[config.mk]
export PLATFORM = sky130hd
export DESIGN_NAME = scan_addr_seq
export DESIGN_NICKNAME = d
export VERILOG_FILES = /design/src/rtl/scan_pkg.sv /design/src/rtl/scan_down_cnt.sv /design/src/rtl/scan_addr_seq.sv
export SDC_FILE = /design/constraint.sdc
export NUM_CORES = 1
export LEC_CHECK = 0
export CORE_UTILIZATION = 57
export CTS_CLUSTER_SIZE = 14
export DETAILED_ROUTE_END_ITERATION = 16
export PLACE_DENSITY = 0.81
export SYNTH_ARGS = -nofsm -noshare
export SYNTH_HDL_FRONTEND = slang
export SYNTH_HIERARCHICAL = 1
export SYNTH_SLANG_ARGS = --single-unit
[constraint.sdc]
create_clock -name clk -period 3.35 [get_ports clk]
set_input_delay 0.67 -clock clk [delete_from_list [all_inputs] [get_ports clk]]
set_output_delay 0.67 -clock clk [all_outputs]
set_load 0.01 [all_outputs]
[src/rtl/scan_pkg.sv]
// rtl/scan_pkg.sv - shared types, defaults and index stepping for the line scan sequencer
package scan_pkg;

  typedef enum logic [1:0] {
    IDLE = 2'd0,
    ON   = 2'd1,
    GAP  = 2'd2
  } scan_state_t;

  localparam int DEF_ADDR_W = 6;
  localparam int DEF_CNT_W  = 8;

  // Steps toward last, wrapping to first; never leaves [min(first,last), max(first,last)].
  function automatic int unsigned next_idx(input int unsigned x,
                                           input int unsigned first,
                                           input int unsigned last);
    if (x == last)
      return first;
    else if (first <= last)
      return x + 1;
    else
      return x - 1;
  endfunction

endpackage

[src/rtl/scan_down_cnt.sv]
// rtl/scan_down_cnt.sv - loadable down-counter shared by the dwell and gap phases
module scan_down_cnt
  import scan_pkg::*;
#(
  parameter int CNT_W = DEF_CNT_W
) (
  input  logic             clk,
  input  logic             rst_n,
  input  logic             i_load,
  input  logic [CNT_W-1:0] i_load_val,
  input  logic             i_dec,
  output logic             o_zero
);

  logic [CNT_W-1:0] r_cnt;

  always_ff @(posedge clk or negedge rst_n) begin
    if (!rst_n) begin
      r_cnt <= '0;
    end else if (i_load) begin
      r_cnt <= i_load_val;
    end else if (i_dec && (r_cnt != '0)) begin
      r_cnt <= r_cnt - 1'b1;
    end
  end

  assign o_zero = (r_cnt == '0);

endmodule

[src/rtl/scan_addr_seq.sv]
// rtl/scan_addr_seq.sv - steps the decoder line index through a range with dwell and blanking gap
module scan_addr_seq
  import scan_pkg::*;
#(
  parameter int ADDR_W = DEF_ADDR_W,
  parameter int CNT_W  = DEF_CNT_W
) (
  input  logic              clk,
  input  logic              rst_n,
  input  logic              start,
  input  logic              stop,
  input  logic [ADDR_W-1:0] first,
  input  logic [ADDR_W-1:0] last,
  input  logic [CNT_W-1:0]  dwell,
  input  logic [CNT_W-1:0]  gap,
  input  logic              cont,
  output logic [ADDR_W-1:0] x,
  output logic              en,
  output logic              busy,
  output logic              line_done,
  output logic              scan_done
);

  scan_state_t       r_state;
  logic [ADDR_W-1:0] r_first_s;
  logic [ADDR_W-1:0] r_last_s;
  logic [CNT_W-1:0]  r_dwell_s;
  logic [CNT_W-1:0]  r_gap_s;
  logic              r_cont_s;
  logic              r_stop_pend;
  logic [ADDR_W-1:0] r_x;
  logic              r_en;
  logic              r_busy;

  logic              w_cnt_zero;
  logic              w_cnt_load;
  logic [CNT_W-1:0]  w_cnt_load_val;
  logic              w_cnt_dec;
  logic              w_stop_eff;
  logic              w_line_end;
  logic              w_scan_end;
  logic [ADDR_W-1:0] w_next_x;

  // A zero dwell still enables the line for one cycle.
  function automatic logic [CNT_W-1:0] dwell_m1(input logic [CNT_W-1:0] d);
    return (d == '0) ? '0 : d - 1'b1;
  endfunction

  scan_down_cnt #(
    .CNT_W (CNT_W)
  ) u_cnt (
    .clk        (clk),
    .rst_n      (rst_n),
    .i_load     (w_cnt_load),
    .i_load_val (w_cnt_load_val),
    .i_dec      (w_cnt_dec),
    .o_zero     (w_cnt_zero)
  );

  // A stop arriving on the deciding cycle itself counts as pending.
  always_comb begin
    w_stop_eff = r_stop_pend | stop;
    w_next_x   = ADDR_W'(next_idx(32'(r_x), 32'(r_first_s), 32'(r_last_s)));
    w_line_end = (r_state == ON) && w_cnt_zero;
    w_scan_end = w_line_end && (w_stop_eff || ((r_x == r_last_s) && !r_cont_s));
  end

  always_comb begin
    w_cnt_load     = 1'b0;
    w_cnt_load_val = '0;
    w_cnt_dec      = 1'b0;
    case (r_state)
      IDLE: begin
        if (start && !stop) begin
          w_cnt_load     = 1'b1;
          w_cnt_load_val = dwell_m1(dwell);
        end
      end
      ON: begin
        if (!w_cnt_zero) begin
          w_cnt_dec = 1'b1;
        end else if (!w_scan_end) begin
          w_cnt_load     = 1'b1;
          w_cnt_load_val = (r_gap_s == '0) ? dwell_m1(r_dwell_s) : r_gap_s - 1'b1;
        end
      end
      GAP: begin
        if (!w_cnt_zero) begin
          w_cnt_dec = 1'b1;
        end else if (!w_stop_eff) begin
          w_cnt_load     = 1'b1;
          w_cnt_load_val = dwell_m1(r_dwell_s);
        end
      end
      default: begin
        w_cnt_load = 1'b0;
      end
    endcase
  end

  always_ff @(posedge clk or negedge rst_n) begin
    if (!rst_n) begin
      r_state     <= IDLE;
      r_first_s   <= '0;
      r_last_s    <= '0;
      r_dwell_s   <= '0;
      r_gap_s     <= '0;
      r_cont_s    <= 1'b0;
      r_stop_pend <= 1'b0;
      r_x         <= '0;
      r_en        <= 1'b0;
      r_busy      <= 1'b0;
    end else begin
      case (r_state)
        IDLE: begin
          r_stop_pend <= 1'b0;
          if (start && !stop) begin
            r_first_s <= first;
            r_last_s  <= last;
            r_dwell_s <= dwell;
            r_gap_s   <= gap;
            r_cont_s  <= cont;
            r_x       <= first;
            r_en      <= 1'b1;
            r_busy    <= 1'b1;
            r_state   <= ON;
          end
        end
        ON: begin
          if (stop) r_stop_pend <= 1'b1;
          if (w_cnt_zero) begin
            if (w_scan_end) begin
              r_state     <= IDLE;
              r_en        <= 1'b0;
              r_busy      <= 1'b0;
              r_stop_pend <= 1'b0;
            end else if (r_gap_s == '0) begin
              r_x <= w_next_x;
            end else begin
              r_state <= GAP;
              r_en    <= 1'b0;
            end
          end
        end
        GAP: begin
          if (stop) r_stop_pend <= 1'b1;
          if (w_cnt_zero) begin
            if (w_stop_eff) begin
              r_state     <= IDLE;
              r_busy      <= 1'b0;
              r_stop_pend <= 1'b0;
            end else begin
              r_state <= ON;
              r_en    <= 1'b1;
              r_x     <= w_next_x;
            end
          end
        end
        default: begin
          r_state <= IDLE;
          r_en    <= 1'b0;
          r_busy  <= 1'b0;
        end
      endcase
    end
  end

  assign x         = r_x;
  assign en        = r_en;
  assign busy      = r_busy;
  assign line_done = w_line_end;
  assign scan_done = w_scan_end;

endmodule

==> impl_metrics.csv <==
group,metric,value,unit
logic_synthesis,synth-async-reset-ratio,100,%
min_path,min_from,"busy$_DFFE_PN0P_",
worst_setup_path,worstPathRequired,3.58,ns
sta,fin_crit_sh,91.5,%
die,boundaryPins,43,
route,wirelength,8.12,mm
cts,root_buffer,"clkbuf_8",
power,p_comb_share,61.6,%
sta,drv_slew,0,
power,p_per_area,1020,nW/um^2
worst_setup_path,cpPeakStageDelay,0.41,ns
global_routing,antenna_found_initial,0,
worst_setup_path,start_kind,"flop",
global_routing,grt_max_degree,49,
worst_setup_path,crit_family,"compound AO/OA/AOI/OAI gates",
route,drcViolationCount,0,
sta,clock_skew,0.0103,ns
route,drt_iter0_markers,260,
route,vias,3066,
layout,diodes,0,
die,rows,28,
global_routing,grt_pass1_vias,2832,
power,clkPwrFrac,9.8,%
logic_synthesis,synth_seq_area_share,33.6,%
logic_synthesis,synth_cell_type_count,69,
logic_synthesis,synth-edff-count,0,
flow_run,maxCapViolCount,0,
worst_setup_path,cp_cell_sequence,"inv_1, ha_1, and4_1, o21ai_2, nand3_1, nand2_1, inv_1, ha_1, a211oi_1, o21bai_1, a21o_1, or4_1, a31oi_1, a2bb2oi_1",
logic_synthesis,synthFlopType,"dfrtp_1",
cts,path_clk_slew,0.09,ns
layout,seq_area,1200,sq um
layout,multiInputGateArea,2210,sq um
worst_setup_path,rr_worst_depth,14,
power,seqPwrFrac,28.6,%
placement,port-buffer-count,42,
sta,finalCriticalPeriod,3.07,ns
worst_setup_path,path_class,"flop to flop",
cts,clk_latency,0.30,ns
global_routing,grt.overflow.total,0,
layout,nFillCells,474,
cts,cts_inserted_buffers,5,
min_path,min_path_type,"flop to flop",
worst_setup_path,crit_slowest_cell,"or4_1",
power,switching_share,45.1,%
status,status,"finished, final reports clean",
sta,max_slew.worst_pin.slew,1.07,ns
route,vias_per_cell,6.17,
worst_setup_path,arrival,3.29,ns
cts,cts_buffer_depth,2,
die,fp.dieH,81.1,microns
logic_synthesis,syn_avg_cell_area,9.47,sq um
cts,cts_tree,"done",
sta,slew-limit-headroom,28.9,%
logic_synthesis,synth_fp_nets,434,
route,avgRoutedWirePerCell,16.3,microns
worst_setup_path,r2r-end,"x[5]$_DFFE_PN0P_",
placement,place_hpwl,6.06,mm
layout,area_growth,17.6,%
worst_setup_path,crit_path_end_kind,"flop",
die,initial_core_util,59.6,%
logic_synthesis,synth_cells,377,
die,die-area,6580,sq um
sta,final_hold_viol_count,0,
logic_synthesis,yosysWarningCount,6,
power,vdd_drop_max,0.000719,V
route,ant_nets,0,
sta,fmax,0.326,GHz
die,core_region_area,5990,sq um
min_path,holdPathStages,1,
sta,finalSetupTns,0,ns
layout,fin_nets,478,
layout,layout-drive-gt1-share,14.0,%
sta,grt_setup_unrepaired,"false",
layout,fin_util,70.1,%
power,intPower,0.00235,W
worst_setup_path,reg2reg_from,"r_last_s[5]$_DFFE_PN0P_",
worst_setup_path,r2r_slack,0.28,ns
min_path,hold_path_end,"busy$_DFFE_PN0P_",
placement,gp_congestion,0.954,
route,drt_first_pass_iters,5,
power,p_leak,1.86,nW
logic_synthesis,synth_seq_cells,48,
global_routing,grt_use_total,26.3,%
sta,setup_viol_count_final,0,
worst_setup_path,path_max_fanout,4,
power,p_switching,0.00193,W
logic_synthesis,syn_area,3570,sq um
die,fp.dieW,81.1,microns
cts,ctsHoldBuffers,0,
cts,cts_max_level,2,
worst_setup_path,crit_buf_inv,2,
cts,cts.sinks,48,
global_routing,grt_pass1_wl,13.3,mm
worst_setup_path,cp_num_cells,14,
-- state kept, by name, indices dropped and copies added, names as in the netlist --
name / flops
r_state: 2
r_last_s: 6
r_cont_s: 1
u_cnt/r_cnt: 8
en: 1
busy: 1
x: 6
r_first_s: 6
r_gap_s: 8
r_stop_pend: 1
r_dwell_s: 8
-- power groups by stage --
stage,clock network (W),registers (W),logic [W]
final,0.000420,0.00123,0.00264
after global routing,0.000452,0.00128,0.00292
after CTS,0.000430,0.00122,0.00260
after detailed placement,0,0.00123,0.00257
after global placement,0,0.00121,0.00250
after floorplan,0,0.00116,0.00201
-- cells in the final DEF, fill, tap and decap left out, types with 11 or more instances in the layout --
cell type / count
xnor2_1: 11
nor2_1: 26
nand2_1: 20
nor3_1: 12
nand3_1: 12
mux2_2: 25
a21oi_1: 21
clkdlybuf4s50_1: 40
xor2_1: 12
dfrtp_1: 48
inv_1: 27
o21ai_0: 12
ha_1: 22
-- stage by stage --
| step | area, sq um | std cells | power, W | setup WS, ns | hold slack [ns] |
|---|---|---|---|---|---|
| after global placement | 4060 | 488 | 0.00371 | 0.234 | 0.473 |
| after global routing | 4200 | 497 | 0.00465 | 0.0442 | 0.534 |
| final | 4200 | 497 | 0.00429 | 0.285 | 0.496 |
| after CTS | 4180 | 496 | 0.00425 | 0.0149 | 0.507 |
| after floorplan | 3570 | 377 | 0.00317 | 0.346 | 0.374 |
| after detailed placement | 4060 | 488 | 0.00380 | 0.153 | 0.484 |
-- cells in the mapped netlist (3+ instances only) --
library cell	number	area (sq um)
a211oi_1	6	45.0
a21o_1	9	67.6
a21oi_1	21	105
a2bb2oi_1	3	26.3
a31oi_1	3	18.8
buf_2	3	15.0
clkbuf_1	6	22.5
dfrtp_1	48	1200
ha_1	23	288
inv_1	29	109
mux2_2	25	282
mux2i_1	7	70.1
nand2_1	20	75.1
nand2b_1	5	31.3
nand3_1	12	60.1
nand3b_1	5	37.5
nand4_1	3	18.8
nor2_1	28	105
nor3_1	12	60.1
nor3b_1	7	52.6
nor4b_1	4	35.0
o2111ai_1	3	26.3
o21ai_0	12	60.1
o21ai_1	3	15.0
o221ai_1	3	26.3
o22a_1	3	26.3
o22ai_1	4	25.0
xnor2_1	11	96.3
xor2_1	12	105
-- final cells by class --
| type | instances | area share [%] |
|---|---|---|
| multi-input combinational | 287 | 52.7 |
| timing repair buffer | 49 | 11.2 |
| sequential | 48 | 28.6 |
| clock buffer | 6 | 1.73 |
| inverter | 30 | 2.68 |
| clock inverter | 2 | 0.835 |
| tap | 75 | 2.24 |
-- routing by layer --
layer	global-route usage (%)	vias to the layer above	share of wire, %
met3	3.82	16	4.7
met5	0	-	0
met1	36.3	1467	46
li1	-	1467	-
met4	8.57	0	1.9
met2	42.3	116	47
-- cells by family after synthesis --
group / count (synthesis) / synth area share (%)
and+or+nand+nor: 119 / 18.9
buffers and inverters: 42 / 4.84
xor gates and xnor gates: 23 / 5.64
DFF: 48 / 33.6
AOI/OAI and AO/OA: 88 / 18.2
muxes: 33 / 10.2
adders and majority gates: 24 / 8.62
-- worst max path at each step --
stage | start | endpoint | slack, ns
floorplan | u_cnt/r_cnt[0]$_DFFE_PN0P_ | u_cnt/r_cnt[5]$_DFFE_PN0P_ | 0.35
finish | r_last_s[5]$_DFFE_PN0P_ | x[5]$_DFFE_PN0P_ | 0.28
CTS | u_cnt/r_cnt[0]$_DFFE_PN0P_ | scan_done | 0.01
global route | r_first_s[5]$_DFFE_PN0P_ | x[5]$_DFFE_PN0P_ | 0.04
global placement | u_cnt/r_cnt[0]$_DFFE_PN0P_ | scan_done | 0.23
detailed placement | u_cnt/r_cnt[0]$_DFFE_PN0P_ | scan_done | 0.15
-- timing repair --
| action | CTS | global route |
|---|---|---|
| gates resized for setup | 2 | 6 |
| setup endpoints to repair | 1 | 2 |
| setup buffers | 0 | 1 |
(Power assumes the default switching activity.)
